==> src/rtl/aclk_time_entry.sv <==
// aclk_time_entry: push-button time/alarm entry stage feeding the alarm clock core.
//   clk, reset                 : clock, synchronous active-high reset
//   btn_sel, btn_inc, btn_set  : raw asynchronous active-high buttons
//   H_in1/H_in0/M_in1/M_in0    : BCD digits of the displayed staging value
//   LD_time, LD_alarm          : one-cycle load pulses to the core
//   edit_state                 : 0 IDLE, 1 T_HOUR, 2 T_MIN, 3 A_HOUR, 4 A_MIN
module aclk_time_entry #(
    parameter int DEBOUNCE_CYCLES = 4,
    parameter int REPEAT_DELAY    = 16,
    parameter int REPEAT_RATE     = 8,
    parameter int TIMEOUT_CYCLES  = 1000
) (
    input  logic       clk,
    input  logic       reset,
    input  logic       btn_sel,
    input  logic       btn_inc,
    input  logic       btn_set,
    output logic [1:0] H_in1,
    output logic [3:0] H_in0,
    output logic [3:0] M_in1,
    output logic [3:0] M_in0,
    output logic       LD_time,
    output logic       LD_alarm,
    output logic [2:0] edit_state
);
    typedef enum logic [2:0] {IDLE = 3'd0, T_HOUR = 3'd1, T_MIN = 3'd2, A_HOUR = 3'd3, A_MIN = 3'd4} state_t;
    // button index: 0 sel, 1 inc, 2 set
    logic [2:0]       s1_q, s1_d, s2_q, s2_d, db_q, db_d, dbp_q, dbp_d, arm_q, arm_d, rise;
    logic [1:0]       vld_q, vld_d;
    logic [2:0][7:0]  dbc_q, dbc_d;
    logic [15:0]      rpt_q, rpt_d;
    logic             rph_q, rph_d, rpt_fire;
    logic [31:0]      to_q, to_d;
    state_t           state_q, state_d;
    logic [4:0]       th_q, th_d, ah_q, ah_d, hh;
    logic [5:0]       tm_q, tm_d, am_q, am_d, mm;
    logic [1:0]       h1_q, h1_d;
    logic [3:0]       h0_q, h0_d, m1_q, m1_d, m0_q, m0_d;
    logic             ldt_q, ldt_d, lda_q, lda_d;
    logic             ev_set, ev_sel, ev_inc, any_ev, editing, timeout, use_alarm;

    always_comb begin
        s1_d  = {btn_set, btn_inc, btn_sel};
        s2_d  = s1_q;
        vld_d = {vld_q[0], 1'b1};
        db_d  = db_q;
        dbc_d = dbc_q;
        for (int i = 0; i < 3; i++) begin
            if (s2_q[i] != db_q[i]) begin
                if (dbc_q[i] == 8'(DEBOUNCE_CYCLES - 1)) begin
                    db_d[i]  = ~db_q[i];
                    dbc_d[i] = 8'd0;
                end else begin
                    dbc_d[i] = dbc_q[i] + 8'd1;
                end
            end else begin
                dbc_d[i] = 8'd0;
            end
        end
        dbp_d = db_q;
        // a button only arms once it has been seen released after reset,
        // so a button held through reset produces no event
        arm_d = arm_q | ({3{vld_q[1]}} & ~s2_q & ~db_q);
        rise  = db_q & ~dbp_q & arm_q;
        // repeat counter holds cycles since the last inc event; 0 means idle
        rpt_fire = db_q[1] && arm_q[1] && (REPEAT_DELAY != 0) &&
                   (rph_q ? rpt_q == 16'(REPEAT_RATE) : rpt_q == 16'(REPEAT_DELAY));
        rpt_d = !db_q[1] ? 16'd0 : (rise[1] || rpt_fire) ? 16'd1 : (rpt_q != 16'd0) ? rpt_q + 16'd1 : 16'd0;
        rph_d = !db_q[1] ? 1'b0 : rpt_fire ? 1'b1 : rph_q;
        ev_set  = rise[2];
        ev_sel  = rise[0] && !ev_set;
        ev_inc  = (rise[1] || rpt_fire) && !rise[2] && !rise[0];
        any_ev  = |rise || rpt_fire;
        editing = state_q != IDLE;
        timeout = (TIMEOUT_CYCLES != 0) && editing && !any_ev && to_q == 32'(TIMEOUT_CYCLES - 1);
        to_d    = (any_ev || !editing || timeout) ? 32'd0 : to_q + 32'd1;
        state_d = state_q;
        th_d = th_q;
        tm_d = tm_q;
        ah_d = ah_q;
        am_d = am_q;
        ldt_d = 1'b0;
        lda_d = 1'b0;
        if (ev_set) begin
            ldt_d   = state_q == T_HOUR || state_q == T_MIN;
            lda_d   = state_q == A_HOUR || state_q == A_MIN;
            state_d = IDLE;
        end else if (ev_sel) begin
            state_d = state_q == A_MIN ? IDLE : state_t'(state_q + 3'd1);
        end else if (ev_inc) begin
            if (state_q == T_HOUR) th_d = th_q == 5'd23 ? 5'd0 : th_q + 5'd1;
            if (state_q == T_MIN)  tm_d = tm_q == 6'd59 ? 6'd0 : tm_q + 6'd1;
            if (state_q == A_HOUR) ah_d = ah_q == 5'd23 ? 5'd0 : ah_q + 5'd1;
            if (state_q == A_MIN)  am_d = am_q == 6'd59 ? 6'd0 : am_q + 6'd1;
        end else if (timeout) begin
            state_d = IDLE;
        end
        // during an alarm load the state is already IDLE, but the digits must still show the alarm
        use_alarm = lda_d || state_d == A_HOUR || state_d == A_MIN;
        hh   = use_alarm ? ah_d : th_d;
        mm   = use_alarm ? am_d : tm_d;
        h1_d = 2'(hh / 5'd10);
        h0_d = 4'(hh % 5'd10);
        m1_d = 4'(mm / 6'd10);
        m0_d = 4'(mm % 6'd10);
    end

    always_ff @(posedge clk) begin
        if (reset) begin
            s1_q    <= '0;
            s2_q    <= '0;
            db_q    <= '0;
            dbp_q   <= '0;
            arm_q   <= '0;
            vld_q   <= '0;
            dbc_q   <= '0;
            rpt_q   <= '0;
            rph_q   <= 1'b0;
            to_q    <= '0;
            state_q <= IDLE;
            th_q    <= '0;
            tm_q    <= '0;
            ah_q    <= '0;
            am_q    <= '0;
            h1_q    <= '0;
            h0_q    <= '0;
            m1_q    <= '0;
            m0_q    <= '0;
            ldt_q   <= 1'b0;
            lda_q   <= 1'b0;
        end else begin
            s1_q    <= s1_d;
            s2_q    <= s2_d;
            db_q    <= db_d;
            dbp_q   <= dbp_d;
            arm_q   <= arm_d;
            vld_q   <= vld_d;
            dbc_q   <= dbc_d;
            rpt_q   <= rpt_d;
            rph_q   <= rph_d;
            to_q    <= to_d;
            state_q <= state_d;
            th_q    <= th_d;
            tm_q    <= tm_d;
            ah_q    <= ah_d;
            am_q    <= am_d;
            h1_q    <= h1_d;
            h0_q    <= h0_d;
            m1_q    <= m1_d;
            m0_q    <= m0_d;
            ldt_q   <= ldt_d;
            lda_q   <= lda_d;
        end
    end

    assign H_in1      = h1_q;
    assign H_in0      = h0_q;
    assign M_in1      = m1_q;
    assign M_in0      = m0_q;
    assign LD_time    = ldt_q;
    assign LD_alarm   = lda_q;
    assign edit_state = state_q;
endmodule

==> config.mk <==
export PLATFORM = sky130hd
export DESIGN_NAME = aclk_time_entry
export DESIGN_NICKNAME = d
export VERILOG_FILES = /design/src/rtl/aclk_time_entry.sv
export SDC_FILE = /design/constraint.sdc
export NUM_CORES = 1
export LEC_CHECK = 0
export BUFFER_PORTS_ARGS = -buffer_cell sky130_fd_sc_hd__buf_2
export CORE_UTILIZATION = 62
export DETAILED_ROUTE_END_ITERATION = 10
export PLACE_DENSITY = 0.9
export SYNTH_ARGS = -nofsm -noshare
export SYNTH_HDL_FRONTEND = slang
export SYNTH_SLANG_ARGS = --single-unit
==> constraint.sdc <==
create_clock -name clk -period 4.9 [get_ports clk]
set_input_delay 0.735 -clock clk [delete_from_list [all_inputs] [get_ports clk]]
set_output_delay 0.735 -clock clk [all_outputs]
set_load 0.02 [all_outputs]
==> results.md, run 1 <==
- Outcome: finished clean
- Number of CTS-inserted buffers: 17
- Pleak: 2.70 nW
- Switching fraction of total power: 21.0%
- Final hold violations: 0
- Root Driver: clkbuf_8
- Share of power burned in registers: 46.7%
- Yosys top cell area share: 40.8%
- Hold WS: 426 ps
- Final min period: 4580 ps
- Largest net degree at the start of global routing: 60
- DR iter-0 viols: 418
- WP data arrival: 5050 ps
- Yosys top cell by area: dfxtp_1
- Final nets: 790
- CTS max path bufs: 2
- Async set or reset register ratio after synthesis: 0%
- Min-delay worst type: in -> reg
- Primary FF master, synth: dfxtp_1
- Compound-cell area share of the yosys netlist: 10.9%
- Setup crit start kind: flip-flop
- Vias: 5,435
- Ranking of synthesized cells by area: dfxtp_1, nor2_1, xor2_1, ha_1, nand3_1
- Multi-input logic area: 3620 um^2
- H-tree lvl count: 4
- Power Dens Cells: 316 nW/um^2
- Int Pwr: 1.80 mW
- CORE AREA: 9860 um^2
- Drt total wl: 14,600 um
- Peak supply drop: 0.266 mV
- Final setup violating endpoints: 0
- DR WL/cell: 16.1 um
- Syn_area_per_cell: 8.72 um^2
- Rel. slew slack: 33.6%
- CTS clk-pin slew, worst paths: 60 ps
- Die X: 103 um
- Syn_nets: 759
- Die area: 10,700 um^2
- Slew Viols, Final: 0
- Max_cap viols: 0
- HPWL Detailed: 9490 um
- Post-synthesis simple-gate area fraction: 27.5%
- Worst setup EP type: flip-flop
- Period utilization: 93.5%
- GRT overflow: 0
- EDFF count, synth: 0
- Synth Cell Area: 6370 um^2
- Initial core utilization: 64.6%
- Row count: 36
- Place WS: 77.3 ps
- Post-DR vias/cell: 5.99
- Routability cong.: 0.842
- I/O Pins: 24
- Final worst slack: 319 ps
- Register area: 2600 um^2
- Routed Antenna Nets: 0
- Power Total: 2.28 mW
- CTS sink count: 130
- Area growth syn-to-layout: 13.4%
- Placed cell area: 6580 um^2
- Mux cell area share after synthesis: 4.89%
- # diodes: 0
- FMAX: 218 MHz
- Synthesis-stage register bit count: 130
- Synth Area in XOR/XNOR: 8.50%
- CTS tree: built
- DRC violations left: 0
- Total global-route track usage: 27.5%
- Initial antenna violation count: 0
- Post-Syn Instances: 731
- Placed insts: 870
- Gate power share: 0.9%
- Actual slew at the worst max-slew pin: 993 ps
- Post-synthesis sequential area ratio: 40.8%
- Final core occ: 73.3%
- Layout cells sized above 1: 11.5%
- Max Fanout on Critical Path: 7
- Post-Synth Adder-Cell Area: 4.51%
- Synth Warn #: 0
- Number of global-route vias before repair: 5,023
- P_sw: 478 uW
- Die height: 103 um
- Buffers on Ports: 22
- First-pass GRT wire length: 22,600 um
- CP Data Required Time: 5370 ps
- Crit Path Class: reg -> reg
- Clk_skew: 6.90 ps
- Unique masters post-synth: 75
- Clk pwr share: 52.4%
- Fillcell total: 658
- Clk_lat worst skew: 530 ps
- Final instance area: 7230 um^2
- First-pass DRT Iterations: 6
- CTS Hold Bufs: 0
- Layout Cells excl Fill: 907
- Largest family of logic cells by synthesized area: simple AND/OR/NAND/NOR gates
- Setup TNS Final: 0 ps
[power by group through the flow]
| stage | Clock [mW] | Sequential, mW | Combinational [mW] |
|---|---|---|---|
| detailed placement | 0 | 1.09 | 0.0192 |
| global route | 1.25 | 1.07 | 0.0221 |
| finish | 1.20 | 1.07 | 0.0198 |
| global placement | 0 | 1.09 | 0.0186 |
| floorplan | 0 | 1.09 | 0.0150 |
| CTS | 1.20 | 1.07 | 0.0199 |
[layout by cell type, fill, tap and decap left out, types with 3 or more instances in the layout]
| master | netlist | layout |
|---|---|---|
| o21a_1 | 5 | 5 |
| clkbuf_16 | 0 | 16 |
| and4_1 | 3 | 3 |
| nor3_1 | 16 | 16 |
| nand3_1 | 46 | 46 |
| dfxtp_1 | 130 | 130 |
| nor4_1 | 10 | 10 |
| nand2_1 | 43 | 43 |
| buf_4 | 1 | 7 |
| nand4_1 | 16 | 16 |
| xor2_1 | 42 | 42 |
| buf_2 | 0 | 22 |
| a31oi_1 | 8 | 8 |
| o211ai_1 | 3 | 3 |
| ha_1 | 23 | 23 |
| nand4b_1 | 3 | 3 |
| inv_1 | 22 | 22 |
| a21oi_1 | 25 | 25 |
| nor4b_1 | 5 | 5 |
| nor2_1 | 126 | 126 |
| o21ai_0 | 22 | 22 |
| a21boi_0 | 3 | 3 |
| clkinv_2 | 1 | 3 |
| clkinvlp_4 | 0 | 4 |
| or3_1 | 9 | 9 |
| clkinv_4 | 0 | 3 |
| and3_1 | 26 | 26 |
| mux2i_1 | 22 | 21 |
| a211oi_1 | 4 | 4 |
| nor2b_1 | 16 | 16 |
| and2_1 | 5 | 5 |
| a21boi_1 | 3 | 3 |
| nand3b_1 | 5 | 5 |
| xnor2_1 | 18 | 18 |
| nor3b_1 | 5 | 5 |
[cell families after synthesis]
logic type / Yosys count
and+or+nand+nor: 348
DFF: 130
AOI/OAI and AO/OA: 99
xor gates and xnor gates: 61
buffers and inverters: 41
muxes: 28
adders and majority gates: 23
other: 1
[routing by layer]
layer | GRT usage (%) | part of all wire [%]
met1 | 30.3 | 41
met2 | 49.9 | 52
met3 | 8.06 | 5.2
met4 | 10.6 | 2.1
met5 | 0 | 0
[registers in the layout (all words and copies together), names as in the netlist, 4 cells and up]
| signal | cells |
|---|---|
| th_q | 5 |
| rpt_q | 16 |
| am_q | 6 |
| to_q | 32 |
| tm_q | 6 |
| H_in0 | 4 |
| ah_q | 5 |
| dbc_q | 24 |
| M_in0 | 4 |
[cell usage after synthesis (all sizes together), types with 6 or more instances]
master / number
nand3: 47
nor2b: 16
o21ai: 25
dfxtp: 130
and3: 26
nand4: 16
inv: 22
xor2: 42
ha: 23
nor4: 10
mux2i: 25
nor3: 17
or3: 10
and2: 6
nor2: 128
a21boi: 6
xnor2: 19
nand2: 45
a21oi: 25
a31oi: 10
clkbuf: 14
[layout make-up]
type                    count  share of cell area [%]
inverters                  23                    1.21
multi-input cells         560                    50.1
clock inverters            12                    1.87
flip-flops and latches    130                    36.0
repair buffers             30                    2.53
clock buffers              19                    5.97
well taps                 133                    2.30
[worst max-delay path, cell delays in order, from the launching register on]
cell and delay (ps):
dfxtp_1 410, ha_1 290, nand3_1 120, or3_4 420, nor3_2 180, nand2_1 120
a31oi_4 240, mux2i_4 400, buf_4 200, o21ai_0 100, ha_1 250, a21boi_1 140
a31oi_1 200, mux2_4 230, o21ai_0 180, o2bb2ai_1 240, ha_1 220, or4_1 520
nand3_1 70
[what timing repair did]
| item | CTS | global route |
|---|---|---|
| gates resized for setup | 0 | 4 |
| setup buffers | 0 | 6 |
| setup endpoints to repair | 0 | 5 |
[final timing paths]
| check | start | end | slack [ps] | cells after the start |
|---|---|---|---|---|
| worst max register to register | to_q[0] | M_in0[3] | 320 | 18 |
| worst min-delay path | btn_inc | s1_q[1] | 430 | 2 |
| worst max-delay path | to_q[0] | M_in0[3] | 320 | 18 |
| worst min register to register | s1_q[2] | s2_q[2] | 450 | 1 |
(Power assumes the default switching activity.)
==> run 2, diff against run 1 <==
- ABC_CLOCK_PERIOD_IN_PS: default -> 4900
- BUFFER_PORTS_ARGS: -buffer_cell sky130_fd_sc_hd__buf_2 -> default
- CORE_UTILIZATION: 62 -> 64
- DONT_BUFFER_PORTS: default -> 1
==> run 2 against run 1 <==
Net effect:
- the flow now finishes with violations (negative setup slack)
- sequential share of layout area is 0.075 points higher
- final cell count is 1.9% lower
- final area is 0.21% lower
- global-route usage is 1.2 points higher
- utilization is 0.86 points higher
- critical path depth is 1 higher
- total power is 4.9% higher
- non-clock buffer count is 19 lower
- worst hold slack worse by 160 ps
- critical endpoint unchanged
- largest cell class unchanged
==> results.md, run 2 (synthesized netlist as in run 1, its figures left out) <==
- Final worst slack: -22.9 ps (-342 ps)
- Row count: 36 (unchanged)
- First-pass GRT wire length: 23,200 um (+2.6%)
- Final setup violating endpoints: 1 (+1)
- Pleak: 2.64 nW (-2.3%)
- DRC violations left: 0 (unchanged)
- Crit Path Class: reg -> reg
- Crit path launch: to_q[0]
- Final hold violations: 0 (unchanged)
- Peak supply drop: 0.251 mV (-5.8%)
- CTS max path bufs: 2 (unchanged)
- Failing checks: negative setup slack
- Max Fanout on Critical Path: 6 (-1)
- CTS Hold Bufs: 0 (unchanged)
- Slew Viols, Final: 0 (unchanged)
- Clk_skew: 9.36 ps (+2.46 ps)
- Min-delay worst type: in -> reg
- Total global-route track usage: 28.8% (+1.2 points)
- Worst setup EP type: flip-flop
- Number of flip-flops in the largest register: 32 (unchanged)
- Largest net degree at the start of global routing: 60 (unchanged)
- First-pass DRT Iterations: 6 (unchanged)
- CORE AREA: 9730 um^2 (-1.4%)
- Commonest cells after routing, fill and taps aside: dfxtp_1, nor2_1, nand3_1, nand2_1, xor2_1
- Placed insts: 850 (-2.3%)
- Vias: 5,526 (+1.7%)
- Rel. slew slack: 32.4% (-1.2 points)
- Drt total wl: 15,000 um (+2.9%)
- H-tree lvl count: 4 (unchanged)
- CTS sink count: 130 (unchanged)
- Period utilization: 100% (+7.0 points)
- Worst R2R End: M_in0[3]
- GRT overflow: 0 (unchanged)
- I/O Pins: 24 (unchanged)
- Register-to-Register Path Depth: 19 (+1)
- HPWL Detailed: 9390 um (-1.1%)
- Area growth syn-to-layout: 13.1%
- Routability cong.: 0.885 (+5.2%)
- Post-DR vias/cell: 6.21 (+3.6%)
- Power Dens Cells: 332 nW/um^2 (+5.1%)
- DR iter-0 viols: 402 (-3.8%)
- Largest regs: to_q x32, dbc_q x24, rpt_q x16
- Die X: 102 um (-1.5%)
- Final nets: 772 (-2.3%)
- Number of CTS-inserted buffers: 17 (unchanged)
- Outcome: finished with violations
- Die height: 102 um (-1.5%)
- Layout cells sized above 1: 9.78% (-1.7 points)
- Hold WS: 263 ps (-163 ps)
- Final core occ: 74.1% (+0.86 points)
- Reg-to-Reg Start: to_q[0]
- Commonest non-fill, non-tap cell in the layout: dfxtp_1
- Max_cap viols: 0 (unchanged)
- Final min period: 4920 ps (+342 ps)
- Number of global-route vias before repair: 5,157 (+2.7%)
- Crit path capture: M_in0[3]
- Layout Cells excl Fill: 890 (-1.9%)
- # diodes: 0 (unchanged)
- DR WL/cell: 16.9 um (+4.9%)
- Actual slew at the worst max-slew pin: 1010 ps (+18.1 ps)
- CP Data Required Time: 5390 ps (+20 ps)
- Buffers on Ports: 0 (-100%)
- Root Driver: clkbuf_8
- Initial core utilization: 65.5% (+0.90 points)
- Setup crit start kind: flip-flop
- Register with the most flip-flops: to_q
- Initial antenna violation count: 0 (unchanged)
- FMAX: 203 MHz (-6.9%)
- Setup TNS Final: -22.9 ps (-22.9 ps)
- WP data arrival: 5410 ps (+360 ps)
- CTS tree: built
- Clk_lat worst skew: 550 ps (+20 ps)
- Die area: 10,400 um^2 (-3.1%)
- Reg2reg setup slack: -20 ps (-340 ps)
- Routed Antenna Nets: 0 (unchanged)
- CTS clk-pin slew, worst paths: 60 ps (about the same)
-- run 2: changes by cell type in the layout (fill, tap and decap cells not counted), sizes merged --
cell / before / now
buf: 30 / 11
bufinv: 2 / 4
clkinvlp: 4 / 2
inv: 23 / 24
mux2i: 25 / 26
-- run 2: critical path: stages (launching register included) --
cell	delay [ps]
dfxtp_1	410
ha_1	310
nand3_1	130
or3_4	430
nor3_2	190
nand2_1	150
a31oi_4	300
mux2i_4	420
buf_4	190
nor2_1	50
a21oi_1	210
ha_1	250
a21boi_0	310
a31oi_1	80
mux2_4	340
nor3_1	270
a21oi_1	110
and2_4	180
or4_1	460
nand3_1	70
-- run 2: cell type report --
class	count	area [um^2]
Tap cell	133	166
Multi-Input combinational cell	561	3650
Sequential cell	130	2600
Clock buffer	19	432
Fill cell	639	2520
Inverter	23	87.6
Clock inverter	13	181
Timing Repair Buffer	11	95.1
-- run 2: routing by layer --
layer,wire (um),track usage [%],vias to the layer above
li1,-,-,2612
met4,529,13.5,0
met3,950,8.35,69
met1,6030,32.4,2586
met2,7510,49.9,259
met5,0,0,-
-- run 2: what timing repair did --
action,4_1_cts,5_1_grt
gates resized for setup,0,6
setup buffers,0,7
setup endpoints to repair,0,6
-- run 2: stage by stage --
stage | setup WS, ps | power [mW] | instance area [um^2]
6_report | -22.9 | 2.39 | 7210
5_1_grt | -180 | 2.45 | 7210
4_1_cts | 51.1 | 2.40 | 7090
3_5_place_dp | 127 | 1.10 | 6480
3_3_place_gp | 376 | 1.10 | 6480
2_1_floorplan | 405 | 1.10 | 6370
-- run 2: how the worst min path moves through the flow --
stage | startpoint | to | slack (ps) | cells past startpoint
2_1_floorplan | s1_q[0] | s2_q[0] | 410 | 1
3_3_place_gp | s1_q[0] | s2_q[0] | 430 | 1
3_5_place_dp | s1_q[2] | s2_q[2] | 420 | 1
4_1_cts | reset | tm_q[5] | 240 | 1
5_1_grt | reset | tm_q[5] | 250 | 1
6_report | reset | s1_q[1] | 260 | 1
-- run 2: power breakdown --
group	total (mW)	internal, mW	switching [mW]
logic	0.0101	0.00455	0.00554
clock network	1.32	0.839	0.477
registers	1.07	1.06	0.00399
==> run 3, diff against run 2 <==
- CORE_UTILIZATION: 64 -> 40
- GPL_TIMING_DRIVEN: default -> 0
- PLACE_DENSITY: 0.9 -> 0.64
==> run 3 against run 2 <==
Net effect:
- the flow now finishes without violations
- final cell count rose by 9.4%
- critical path depth fell by 1
- first-iteration DRC count fell by 28%
- worst hold slack improved by 170 ps
- die area rose by 59%
- critical path type unchanged
- largest cell class unchanged
- largest power group unchanged
==> results.md, run 3 (synthesized netlist as in run 1, its figures left out) <==
- Number of global-route vias before repair: 4,673 (-9.4%)
- Routed Antenna Nets: 0 (unchanged)
- Post-DR vias/cell: 5.14 (-17%)
- CP Cell Sequence: ha_1 > nand3_1 > or3_4 > nor3_2 > nand2_1 > a31oi_4 > mux2i_4 > buf_8 > o21ai_0 > ha_1 > a21boi_0 > a31oi_1 > mux2_4 > o21ai_0 > o2bb2ai_1 > ha_1 > or4_1 > nand3_1
- H-tree lvl count: 4 (unchanged)
- Final hold violations: 0 (unchanged)
- Commonest non-fill, non-tap cell in the layout: dfxtp_1
- Number of CTS-inserted buffers: 17 (unchanged)
- WP data arrival: 4970 ps (-440 ps)
- Initial core utilization: 41.5% (-24 points)
- Hold Crit Endpoint: dbp_q[1]
- Cell mode on critical path: ha_1
- Die area: 16,400 um^2 (+59%)
- Setup TNS Final: 0 ps (+22.9 ps)
- CORE AREA: 15,400 um^2 (+58%)
- Total global-route track usage: 17.0% (-12 points)
- Slew Viols, Final: 0 (unchanged)
- First-pass DRT Iterations: 4 (-2)
- Placed cell area: 6640 um^2 (+2.4%)
- Area growth syn-to-layout: 14.9%
- Power Dens Cells: 336 nW/um^2 (+1.1%)
- CTS clk-pin slew, worst paths: 60 ps (about the same)
- Drt total wl: 13,000 um (-13%)
- Largest net degree at the start of global routing: 20 (-67%)
- Buffers on Ports: 0 (unchanged)
- Final min period: 4610 ps (-310 ps)
- Final setup violating endpoints: 0 (-1)
- Die height: 128 um (+26%)
- Routability cong.: 0.853 (-3.7%)
- Actual slew at the worst max-slew pin: 673 ps (-338 ps)
- # diodes: 0 (unchanged)
- Crit path launch: to_q[0]
- GRT overflow: 0 (unchanged)
- Hold Crit Depth: 1 (unchanged)
- Register with the most flip-flops: to_q
- Layout cells sized above 1: 8.65% (-1.1 points)
- CTS Hold Bufs: 0 (unchanged)
- Max Fanout on Critical Path: 19 (+13)
- Pleak: 2.63 nW (-0.34%)
- Initial antenna violation count: 0 (unchanged)
- Period utilization: 94.1% (-6.3 points)
- HP Start: reset
- Max_cap viols: 0 (unchanged)
- Min-delay worst type: in -> reg
- HPWL Detailed: 8980 um (-4.3%)
- CTS sink count: 130 (unchanged)
- Crit Path Class: reg -> reg
- Reg2reg setup slack: 290 ps (+310 ps)
- FMAX: 217 MHz (+6.7%)
- Hold WS: 432 ps (+168 ps)
- Row count: 45 (+25%)
- DR iter-0 viols: 291 (-28%)
- Clk_lat worst skew: 420 ps (-130 ps)
- CTS tree: built
- Rel. slew slack: 55.1% (+23 points)
- Crit-path slowest cell: or4_1
- Reg-to-Reg Start: to_q[0]
- Final core occ: 47.6% (-26 points)
- Final instance area: 7320 um^2 (+1.5%)
- First-pass GRT wire length: 22,100 um (-4.5%)
- Worst setup EP type: flip-flop
- Register-to-Register Path Depth: 18 (-1)
- CP peak stage delay: 510 ps (+50 ps)
- Place WS: -449 ps (-576 ps)
- I/O Pins: 24 (unchanged)
- Largest regs: to_q x32, dbc_q x24, rpt_q x16
- Final nets: 778 (+0.78%)
- Commonest cells after routing, fill and taps aside: dfxtp_1, nor2_1, nand3_1, nand2_1, xor2_1
- Setup crit start kind: flip-flop
- Final worst slack: 287 ps (+310 ps)
- DRC violations left: 0 (unchanged)
- Vias: 5,009 (-9.4%)
- CTS max path bufs: 2 (unchanged)
- Clk_skew: 6.80 ps (-2.56 ps)
- Outcome: finished clean
- Number of flip-flops in the largest register: 32 (unchanged)
- Worst R2R End: M_in0[3]
- Die X: 128 um (+26%)
- DR WL/cell: 13.4 um (-21%)
- Root Driver: clkbuf_16
- CP Data Required Time: 5260 ps (-130 ps)
- Peak supply drop: 0.246 mV (-1.9%)
==> run 3: changes by cell type in the layout (fill, tap and decap cells not counted), moves of 2 or more <==
| cell | before | now |
|---|---|---|
| clkinv_2 | 5 | 2 |
| mux2i_2 | 3 | 1 |
| clkbuf_1 | 1 | 14 |
| dfxtp_1 | 130 | 128 |
| buf_4 | 10 | 2 |
| clkinv_4 | 1 | 4 |
==> run 3: final cells by class <==
class | count | area (um^2)
Clock buffer | 21 | 470
Buffer | 17 | 86.3
Sequential cell | 130 | 2610
Multi-Input combinational cell | 560 | 3620
Timing Repair Buffer | 1 | 7.51
Inverter | 23 | 87.6
Clock inverter | 11 | 176
Tap cell | 211 | 264
Fill cell | 1459 | 8050
==> run 3: worst max-delay path, delay by kind of cell, from the launching register on <==
kind	cells	cell delay, ps
buffers and inverters	1	230
AOI/OAI and AO/OA	6	1120
muxes	2	580
DFF	1	400
and+or+nand+nor	6	1440
adders and majority gates	3	750
==> run 3: worst max-delay path by stage <==
stage | slack (ps) | to | cells after the start
floorplan | 410 | M_in0[3] | 20
global placement | -430 | M_in0[3] | 21
detailed placement | -450 | M_in0[3] | 21
CTS | 130 | H_in0[1] | 19
global route | -9 | H_in0[1] | 20
finish | 290 | M_in0[3] | 18
==> run 3: routing by layer <==
layer	share of wire [%]	routed length (um)	track usage, %
met3	4.6	596	5.34
met2	45	5840	26.8
met4	1.6	209	5.61
met1	49	6400	22.0
met5	0	0	0
==> run 3: timing repair <==
action	in CTS	in global routing
setup buffers	1	0
resized for setup	2	5
setup endpoints to repair	5	4
==> run 3: per-stage QoR <==
stage	total power, mW	std cells
final	2.46	974
after global routing	2.54	974
after CTS	2.49	974
after detailed placement	1.11	942
after global placement	1.11	942
after floorplan	1.10	731
==> run 3: power breakdown <==
part           total (mW)  switching (mW)  internal (mW)
Combinational      0.0207          0.0147        0.00600
Sequential           1.07         0.00365           1.06
Clock                1.37           0.475          0.896
Total                2.46           0.493           1.96
